<file path="src/rtl/sw_debounce_pkg.sv">
// +--------------------------------------------------------------------------+
// | sw_debounce_pkg : shared types and constants for the button debouncer    |
// | Rev 1.0 - initial release                                                |
// +--------------------------------------------------------------------------+
`default_nettype none

package sw_debounce_pkg;

  typedef enum logic [1:0] {
    RELEASED     = 2'd0,
    PRESS_WAIT   = 2'd1,
    PRESSED      = 2'd2,
    RELEASE_WAIT = 2'd3
  } ch_state_e;

  // Bit positions of each button within btn_raw / btn_level.
  localparam int BTN_N = 0;
  localparam int BTN_E = 1;
  localparam int BTN_S = 2;
  localparam int BTN_W = 3;

endpackage

`default_nettype wire

</file>
<file path="src/rtl/sw_debounce_ch.sv">
// +--------------------------------------------------------------------------+
// | sw_debounce_ch : one-bit synchroniser, stability counter and press FSM   |
// | Rev 1.0 - initial release                                                |
// +--------------------------------------------------------------------------+
`default_nettype none

module sw_debounce_ch
  import sw_debounce_pkg::*;
#(
  parameter int DEBOUNCE_CYCLES = 1000000,
  parameter int CNT_W           = 20
) (
  input  logic clk,
  input  logic rstn,
  input  logic raw,
  output logic level,
  output logic pulse
);

  localparam logic [CNT_W-1:0] CNT_MAX = CNT_W'(DEBOUNCE_CYCLES - 1);

  logic             sync1_q, sync1_d;
  logic             sync2_q, sync2_d;
  ch_state_e        state_q, state_d;
  logic [CNT_W-1:0] cnt_q, cnt_d;
  logic             level_q, level_d;
  logic             pulse_q, pulse_d;

  always_ff @(posedge clk or negedge rstn) begin
    if (!rstn) begin
      sync1_q <= 1'b0;
      sync2_q <= 1'b0;
      state_q <= RELEASED;
      cnt_q   <= '0;
      level_q <= 1'b0;
      pulse_q <= 1'b0;
    end else begin
      sync1_q <= sync1_d;
      sync2_q <= sync2_d;
      state_q <= state_d;
      cnt_q   <= cnt_d;
      level_q <= level_d;
      pulse_q <= pulse_d;
    end
  end

  always_comb begin
    sync1_d = raw;
    sync2_d = sync1_q;
    state_d = state_q;
    cnt_d   = cnt_q;
    pulse_d = 1'b0;

    // Any disagreement with the pending level restarts the window from zero.
    unique case (state_q)
      RELEASED: begin
        if (sync2_q) begin
          state_d = PRESS_WAIT;
          cnt_d   = '0;
        end
      end
      PRESS_WAIT: begin
        if (!sync2_q) begin
          state_d = RELEASED;
          cnt_d   = '0;
        end else if (cnt_q == CNT_MAX) begin
          state_d = PRESSED;
          pulse_d = 1'b1;
        end else begin
          cnt_d = cnt_q + 1'b1;
        end
      end
      PRESSED: begin
        if (!sync2_q) begin
          state_d = RELEASE_WAIT;
          cnt_d   = '0;
        end
      end
      RELEASE_WAIT: begin
        if (sync2_q) begin
          state_d = PRESSED;
          cnt_d   = '0;
        end else if (cnt_q == CNT_MAX) begin
          state_d = RELEASED;
        end else begin
          cnt_d = cnt_q + 1'b1;
        end
      end
      default: begin
        state_d = RELEASED;
        cnt_d   = '0;
      end
    endcase

    level_d = (state_d == PRESSED) || (state_d == RELEASE_WAIT);
  end

  assign level = level_q;
  assign pulse = pulse_q;

endmodule

`default_nettype wire

</file>
<file path="src/rtl/sw_debounce4.sv">
// +--------------------------------------------------------------------------+
// | sw_debounce4 : four-button debouncer producing levels and press pulses   |
// | Rev 1.0 - initial release                                                |
// +--------------------------------------------------------------------------+
`default_nettype none

module sw_debounce4
  import sw_debounce_pkg::*;
#(
  parameter int DEBOUNCE_CYCLES = 1000000,
  parameter int CNT_W           = 20,
  parameter int ACTIVE_HIGH     = 1
) (
  input  logic       clk,
  input  logic       rstn,
  input  logic [3:0] btn_raw,
  output logic       sw_n,
  output logic       sw_e,
  output logic       sw_s,
  output logic       sw_w,
  output logic [3:0] btn_level
);

  logic [3:0] raw_pressed;
  logic [3:0] pulse;

  // Normalise to "1 = pressed" ahead of the synchronisers.
  assign raw_pressed = (ACTIVE_HIGH != 0) ? btn_raw : ~btn_raw;

  for (genvar i = 0; i < 4; i++) begin : g_ch
    sw_debounce_ch #(
      .DEBOUNCE_CYCLES (DEBOUNCE_CYCLES),
      .CNT_W           (CNT_W)
    ) u_ch (
      .clk   (clk),
      .rstn  (rstn),
      .raw   (raw_pressed[i]),
      .level (btn_level[i]),
      .pulse (pulse[i])
    );
  end

  assign sw_n = pulse[BTN_N];
  assign sw_e = pulse[BTN_E];
  assign sw_s = pulse[BTN_S];
  assign sw_w = pulse[BTN_W];

endmodule

`default_nettype wire

</file>
<file path="config.mk">
export PLATFORM = sky130hd
export DESIGN_NAME = sw_debounce4
export DESIGN_NICKNAME = d
export VERILOG_FILES = /design/src/rtl/sw_debounce_pkg.sv /design/src/rtl/sw_debounce_ch.sv /design/src/rtl/sw_debounce4.sv
export SDC_FILE = /design/constraint.sdc
export NUM_CORES = 1
export LEC_CHECK = 0
export BUFFER_PORTS_ARGS = -buffer_cell sky130_fd_sc_hd__buf_2
export CAP_MARGIN = 15
export CORE_MARGIN = 5
export CORE_UTILIZATION = 65
export DETAILED_ROUTE_END_ITERATION = 8
export MAX_ROUTING_LAYER = met4
export PLACE_DENSITY = 0.85
export SYNTH_ARGS = -nofsm -noshare
export SYNTH_HDL_FRONTEND = slang
export SYNTH_SLANG_ARGS = --single-unit
</file>
<file path="constraint.sdc">
create_clock -name clk -period 4.98 [get_ports clk]
set_input_delay 0.249 -clock clk [delete_from_list [all_inputs] [get_ports clk]]
set_output_delay 0.249 -clock clk [all_outputs]
set_load 0.01 [all_outputs]
</file>
==> results.toml, run 1 <==
[logic_synthesis]
synth_nets = 583
post_synth_edffs = 0
synth.largest_area_cell = "sky130_fd_sc_hd__dfrtp_1"
synth_ff_type = "sky130_fd_sc_hd__dfrtp_1"
synth_async_sr_flop_share = 1.00
ys_seq_elements = 104
post_synth_main_area_contributors = "sky130_fd_sc_hd__dfrtp_1, sky130_fd_sc_hd__xor2_1, sky130_fd_sc_hd__nand2_1, sky130_fd_sc_hd__o21ai_0, sky130_fd_sc_hd__nor2_1"
synth.top_cells.by_count = "sky130_fd_sc_hd__dfrtp_1, sky130_fd_sc_hd__nand2_1, sky130_fd_sc_hd__nor2_1"
synth_sequential_area_ratio = 0.480
synthesis.yosys.warnings = 0
netlist-cell-type-count = 55
synth.cell_area_um2 = 5420
syn-mean-instance-area_um2 = 9.45
synthMostInstantiatedCell = "sky130_fd_sc_hd__dfrtp_1"
yosysTopAreaCellShare = 0.480
synth_cells = 573

[clock_tree]
tritoncts_clock_tree = "done"
numCtsBuffers = 9
worst_setup_hold_path_clk_slew_ps = 100
cts.root.buffer_cell = "sky130_fd_sc_hd__clkbuf_8"
htree_levels = 3
clock_insertion_delay_worst_skew_ps = 360
clock_path_buffers = 2
post_cts.repair.setup_buffers = 0
clock_sinks = 104

[outcome]
outcome = "completed"

[timing]
finClkSkew_ps = 10.2
max_freq_mhz = 445
timing.final.setup_violations = 0
slew-limit-headroom = 0.334
final_min_period_over_clock_period = 0.452
setup_tns_ps = 0
report.final.hold_viol_count = 0
slew_viol_final = 0
worst_pin_slew_ps = 992
finalWorstPathRequiredPeriod_ps = 2250
rsz0062_at_grt = "no"

[final_layout]
final_layout_size_suffix_gt1_frac = 0.0720
fillers = 624
postLayoutCoreUtil = 0.702
area.growth.synth_to_final_pct = 5.91
num_antenna_cells = 0
num-nets-final = 588

[power]
power_per_cell_area_nw_per_um2 = 254
switching_power_of_the_nets_uw = 348
cell_internal_power_uw = 1110
power_share_of_the_clock_group = 0.349
switching_share = 0.238
static_leakage_uw = 0.00233
register_share_of_total_power = 0.598
vdd_ir_drop_max_mv = 0.209
pwr-share-comb = 0.053

[global_routing]
grt_use_met3 = 0.0455
grt_max_degree = 60
grt_antenna_before_repair = 0
met1_usage = 0.312
grt_pass1_wl_um = 19200
global_route.overflow_total = 0
grt-busiest-layer = "met2"
vias_in_the_first_global_route = 4169
grtUsageTotal = 0.239
groute.layer.met2.usage = 0.376

[floorplan]
placeableCoreArea_um2 = 8180
start_util = 0.663
die_x_um = 101
dieArea_um2 = 10300
floorplan.die.height_um = 101
row_count = 33
ios = 14

[job]
timing.max_cap.violations = 0

[critical_path]
timing.setup.critical_path_class = "register to register"
rr_startpoint = "g_ch[2].u_ch.cnt_q[6]"
setup.worst_path.end = "g_ch[2].u_ch.cnt_q[9]"
critical_path.max_fanout = 11
required_time_at_the_worst_slack_endpoint_ps = 5200
startpoint_type = "register"
crit_arrival_ps = 2470
regToRegEndpoint = "g_ch[2].u_ch.cnt_q[9]"
timing.reg2reg.setup_slack_ps = 2730
endpoint_kind = "register"
worst_setup_path_startpoint = "g_ch[2].u_ch.cnt_q[6]"
worst-r2r-cell-count = 5

[drt]
dr.first_iter.drc_count = 217
postRouteAntennaNets = 0
route.detailed.vias_per_inst = 6.33
drt-pass1-iter-count = 4
detailroute.via_count = 4352
drcViolationCount = 0
routed_wire_length_per_instance_um = 15.9
route.final.wire_length_um = 10900

[place]
globalplace.congestion = 0.987
dpl.hpwl_um = 7380
port_buffer_count = 13

[min_path]
hold-path-cell-count = 0
hp-class = "register to register"
routing by layer:
layer | vias to the layer above | routed length (um)
met2 | 166 | 5340
met3 | 15 | 625
met5 | - | 0
li1 | 2095 | -
met4 | 0 | 179
met1 | 2076 | 4810
power groups by stage:
| stage | Clock [uW] | Sequential, uW | Combinational, uW |
|---|---|---|---|
| floorplan | 0 | 883 | 47.9 |
| CTS | 528 | 872 | 77.0 |
| detailed placement | 0 | 888 | 73.6 |
| finish | 510 | 872 | 76.7 |
| global route | 560 | 875 | 86.8 |
| global placement | 0 | 887 | 70.9 |
logic make-up (layout without fill, tap and decap cells):
family / after synthesis / count (layout) / share of synthesized area
adders and majority gates: 4 / 4 / 0.00924
AOI/OAI and AO/OA: 120 / 120 / 0.132
buffers and inverters: 30 / 40 / 0.0263
xor gates and xnor gates: 51 / 51 / 0.0839
muxes: 11 / 11 / 0.0224
and+or+nand+nor: 253 / 253 / 0.245
DFF: 104 / 104 / 0.480
cells in the final DEF (no fill, tap or decap), types with 6 or more instances in the layout:
master / n
sky130_fd_sc_hd__o22ai_1: 17
sky130_fd_sc_hd__clkbuf_8: 9
sky130_fd_sc_hd__o211ai_1: 8
sky130_fd_sc_hd__nor2_1: 52
sky130_fd_sc_hd__a31oi_1: 11
sky130_fd_sc_hd__nand3_1: 31
sky130_fd_sc_hd__and4_1: 6
sky130_fd_sc_hd__or3_1: 9
sky130_fd_sc_hd__a21oi_1: 19
sky130_fd_sc_hd__mux2_1: 6
sky130_fd_sc_hd__buf_2: 12
sky130_fd_sc_hd__and3_1: 13
sky130_fd_sc_hd__nand2_1: 66
sky130_fd_sc_hd__o21ai_0: 41
sky130_fd_sc_hd__nand4_1: 26
sky130_fd_sc_hd__dfrtp_1: 104
sky130_fd_sc_hd__nor3_1: 9
sky130_fd_sc_hd__xor2_1: 42
sky130_fd_sc_hd__xnor2_1: 8
sky130_fd_sc_hd__o21ai_1: 6
repair_timing:
action / 4_1_cts / 5_1_grt
resized for setup: 0 / 0
hold buffers: 5 / 0
endpoints found under the hold margin: 49 / 0
area by class of cell:
| type | instances | area [um2] | share of cell area |
|---|---|---|---|
| Inverter | 5 | 18.8 | 0.00327 |
| Sequential cell | 104 | 2600 | 0.454 |
| Multi-Input combinational cell | 439 | 2670 | 0.466 |
| Tap cell | 105 | 131 | 0.0229 |
| Timing Repair Buffer | 19 | 125 | 0.0218 |
| Clock buffer | 11 | 131 | 0.0229 |
| Clock inverter | 5 | 56.3 | 0.00981 |
how the worst min path moves through the flow:
stage                               from               endpoint  slack (ps)
floorplan                           rstn  g_ch[0].u_ch.cnt_q[0]         -50
global placement                    rstn  g_ch[2].u_ch.cnt_q[2]         290
detailed placement                  rstn  g_ch[2].u_ch.cnt_q[2]         300
CTS                 g_ch[2].u_ch.sync1_q   g_ch[2].u_ch.sync2_q         360
global route        g_ch[2].u_ch.sync1_q   g_ch[2].u_ch.sync2_q         370
finish              g_ch[2].u_ch.sync1_q   g_ch[2].u_ch.sync2_q         360
registers in the layout (all words and copies together), names as in the netlist:
name / flops
g_ch.u_ch.cnt_q: 80
g_ch.u_ch.pulse: 4
g_ch.u_ch.sync2_q: 4
g_ch.u_ch.state_q: 8
g_ch.u_ch.sync1_q: 4
g_ch.u_ch.level: 4
through the flow:
| step | instance area (um2) | std cells | setup WS, ps | hold WS [ps] | total power (uW) |
|---|---|---|---|---|---|
| 2_1_floorplan | 5420 | 573 | 3130 | -46.6 | 931 |
| 3_3_place_gp | 5500 | 667 | 2960 | 291 | 958 |
| 3_5_place_dp | 5500 | 667 | 2800 | 299 | 962 |
| 4_1_cts | 5740 | 688 | 2700 | 359 | 1480 |
| 5_1_grt | 5740 | 688 | 2410 | 374 | 1520 |
| 6_report | 5740 | 688 | 2730 | 357 | 1460 |
critical path, stage by stage (launching register included):
cell and delay [ps]:
sky130_fd_sc_hd__dfrtp_1 450, sky130_fd_sc_hd__nor4b_1 410, sky130_fd_sc_hd__nand4_1 490, sky130_fd_sc_hd__o211ai_1 530, sky130_fd_sc_hd__or3_1 170, sky130_fd_sc_hd__a21oi_1 60
Note: power is estimated with default switching activity, not from simulation.
==> run 2: changes to the inputs <==
Settings changed: ABC_AREA set to 1, CORE_UTILIZATION 65 to 57, PLACE_DENSITY 0.85 to 0.79.
Clock period 4.98 ns to 1.9 ns, I/O delays scaled along.
==> run 2 against run 1 <==
Against the previous run:
- clock skew fell by 2.2 ps
- global-route usage decreased by 1.8 points
- cell count rose by 65%
- via count increased by 38%
- critical path depth increased by 4
- combinational power rose to 3.3 times the previous value
- total power increased to 3.0 times the previous value
- area after synthesis increased by 23%
- critical path type unchanged
==> results.toml, run 2 <==
[floorplan]
placeableCoreArea_um2 = 11400
start_util = 0.584
dieArea_um2 = 14000
ios = 14
floorplan.die.height_um = 118
row_count = 39
die_x_um = 118

[critical_path]
worst-r2r-cell-count = 9
crit_path_top_delay_cell = "sky130_fd_sc_hd__dfrtp_1"
rr_startpoint = "g_ch[0].u_ch.cnt_q[0]"
crit_path_max_incr_delay_ps = 470
critical-path-top-delay-family = "simple AND/OR/NAND/NOR gates"
startpoint_type = "register"
critical_path.cell_chain = "ha_1, nand2_1, inv_1, nand2_1, nor2_1, nand3_1, nand2_1, nand3_1, nand3_1"
timing.reg2reg.setup_slack_ps = 200
count_of_cell_instances_traversed_by_the_critical_path = 9
required_time_at_the_worst_slack_endpoint_ps = 2200
worst-path-buf-inv = 1
timing.setup.critical_path_class = "register to register"
regToRegEndpoint = "g_ch[0].u_ch.cnt_q[4]"
endpoint_kind = "register"
crit_arrival_ps = 2000
critical_path.max_fanout = 8

[drt]
postRouteAntennaNets = 0
route.final.wire_length_um = 14500
dr.first_iter.drc_count = 498
route.detailed.vias_per_inst = 5.31
detailroute.via_count = 6026
drcViolationCount = 0
routed_wire_length_per_instance_um = 12.8
drt-pass1-iter-count = 5

[logic_synthesis]
synth.largest_area_cell = "sky130_fd_sc_hd__dfrtp_1"
yosysTopAreaCellShare = 0.391
synth.cell_area_um2 = 6660
synth_sequential_area_ratio = 0.391
synthMostInstantiatedCell = "sky130_fd_sc_hd__nand2_1"
netlist-cell-type-count = 34
synth_nets = 975
synth_cells = 965
post_synth_edffs = 0
synth_async_sr_flop_share = 1.00
post_synth_main_area_contributors = "sky130_fd_sc_hd__dfrtp_1, sky130_fd_sc_hd__nand2_1, sky130_fd_sc_hd__nand3_1, sky130_fd_sc_hd__nor2_1, sky130_fd_sc_hd__inv_1"
ys_seq_elements = 104
synth_ff_type = "sky130_fd_sc_hd__dfrtp_1"
syn-mean-instance-area_um2 = 6.91
synthesis.yosys.warnings = 0
synth.top_cells.by_count = "sky130_fd_sc_hd__nand2_1, sky130_fd_sc_hd__nor2_1, sky130_fd_sc_hd__nand3_1"

[global_routing]
vias_in_the_first_global_route = 5645
grt_pass1_wl_um = 25400
grt_max_degree = 105
met1_usage = 0.287
groute.layer.met2.usage = 0.350
global_route.overflow_total = 0
grtUsageTotal = 0.222
grt_antenna_before_repair = 0
grt-busiest-layer = "met2"
grt_use_met3 = 0.0452

[place]
globalplace.congestion = 0.978
placed_cells = 1113
port_buffer_count = 13
place_area_um2 = 6860
dpl.hpwl_um = 10600

[final_layout]
final_layout_size_suffix_gt1_frac = 0.112
top_regs = "g_ch.u_ch.cnt_q: 80 flops, g_ch.u_ch.state_q: 8 flops"
most-common-layout-cells = "sky130_fd_sc_hd__nand2_1, sky130_fd_sc_hd__nor2_1, sky130_fd_sc_hd__nand3_1, sky130_fd_sc_hd__dfrtp_1, sky130_fd_sc_hd__inv_1"
finish.cell_count_without_fillers = 1134
post-route-cell-area_um2 = 7200
num_antenna_cells = 0
largest-register = "g_ch.u_ch.cnt_q"
final_common_cell = "sky130_fd_sc_hd__nand2_1"
num-nets-final = 996
area.growth.synth_to_final_pct = 7.98
largest_reg_flops = 80

[clock_tree]
cts-resized-gates = 0
tritoncts_clock_tree = "done"
htree_levels = 3
post_cts.repair.setup_buffers = 0
worst_setup_hold_path_clk_slew_ps = 70
clock_insertion_delay_worst_skew_ps = 360
clock_path_buffers = 2
cts_hold_repair.buffers = 5
numCtsBuffers = 9
clock_sinks = 104
cts.root.buffer_cell = "sky130_fd_sc_hd__clkbuf_16"

[power]
power_per_cell_area_nw_per_um2 = 607
vdd_ir_drop_max_mv = 0.923
static_leakage_uw = 0.00339
total_power_uw = 4370

[timing]
slew-limit-headroom = 0.645
setup_tns_ps = 0
slew_viol_final = 0
rsz0062_at_grt = "no"
report.final.hold_viol_count = 0
timing.final.setup_violations = 0
max_freq_mhz = 587
final_min_period_over_clock_period = 0.896
finClkSkew_ps = 8.00
worst_pin_slew_ps = 533
finalWorstPathRequiredPeriod_ps = 1700

[min_path]
hp-class = "input port to asynchronous set/reset pin"

[outcome]
outcome = "completed"

[job]
timing.max_cap.violations = 0
[run 2: cell types whose count changed after synthesis, moves of 15 or more]
cell / previous run / this run
sky130_fd_sc_hd__nand2_1: 66 / 281
sky130_fd_sc_hd__inv_2: 0 / 18
sky130_fd_sc_hd__inv_1: 5 / 98
sky130_fd_sc_hd__o21ai_0: 41 / 17
sky130_fd_sc_hd__nand3_1: 31 / 132
sky130_fd_sc_hd__o22ai_1: 17 / 0
sky130_fd_sc_hd__nor2_2: 1 / 16
sky130_fd_sc_hd__xor2_1: 42 / 9
sky130_fd_sc_hd__nor2_1: 52 / 140
sky130_fd_sc_hd__clkbuf_1: 16 / 0
[run 2: report_power, final]
group	total [uW]	switching, uW	internal (uW)
Sequential	2280	39.6	2240
Clock	1840	919	918
Combinational	253	183	69.6
Total	4370	1140	3230
[run 2: per-layer routing]
metal | part of all wire | wire length (um) | up-vias
met2 | 0.47 | 6820 | 136
met3 | 0.043 | 618 | 26
met4 | 0.018 | 255 | 0
li1 | - | - | 3127
met1 | 0.47 | 6840 | 2737
met5 | 0 | 0 | -
[run 2: kinds of logic (layout without fill, tap and decap cells)]
group                    count (synthesis)  in the layout  synth area share
AO/OA/AOI/OAI                           54             54            0.0422
flip-flops                             104            104             0.391
adder cells (fa/ha/maj)                  4              4           0.00751
AND/OR/NAND/NOR                        659            659             0.460
buffers and inverters                  129            155            0.0802
XOR/XNOR                                15             15            0.0197
[run 2: worst register-to-register path, stage by stage (launching register included)]
cell                      delay, ps
sky130_fd_sc_hd__dfrtp_1        470
sky130_fd_sc_hd__ha_1           210
sky130_fd_sc_hd__nand2_1        100
sky130_fd_sc_hd__inv_1          150
sky130_fd_sc_hd__nand2_1        100
sky130_fd_sc_hd__nor2_1         120
sky130_fd_sc_hd__nand3_1        170
sky130_fd_sc_hd__nand2_1        130
sky130_fd_sc_hd__nand3_1         80
sky130_fd_sc_hd__nand3_1         90
[run 2: per-stage QoR]
step / utilization / setup WS (ps) / hold WS [ps]
floorplan: - / 460 / -201
global placement: 0.601 / 299 / 203
detailed placement: 0.601 / 238 / 205
CTS: 0.630 / 238 / 351
global route: 0.630 / 16.6 / 364
finish: 0.630 / 197 / 347
[run 2: final cells by class]
class                           instances  area [um2]
Sequential cell                       104        2600
Clock buffer                            9         225
Fill cell                            1035        4220
Multi-Input combinational cell        732        3530
Clock inverter                          7        61.3
Timing Repair Buffer                   21         153
Inverter                              118         448
Tap cell                              143         179
[run 2: worst max-delay path by stage]
stage,startpoint,end
after floorplan,g_ch[3].u_ch.cnt_q[0],g_ch[3].u_ch.cnt_q[0]
after global placement,g_ch[2].u_ch.cnt_q[0],g_ch[2].u_ch.cnt_q[18]
after detailed placement,g_ch[2].u_ch.cnt_q[0],g_ch[2].u_ch.cnt_q[18]
after CTS,g_ch[2].u_ch.cnt_q[0],g_ch[2].u_ch.cnt_q[18]
after global routing,g_ch[0].u_ch.cnt_q[0],g_ch[0].u_ch.cnt_q[4]
final,g_ch[0].u_ch.cnt_q[0],g_ch[0].u_ch.cnt_q[4]
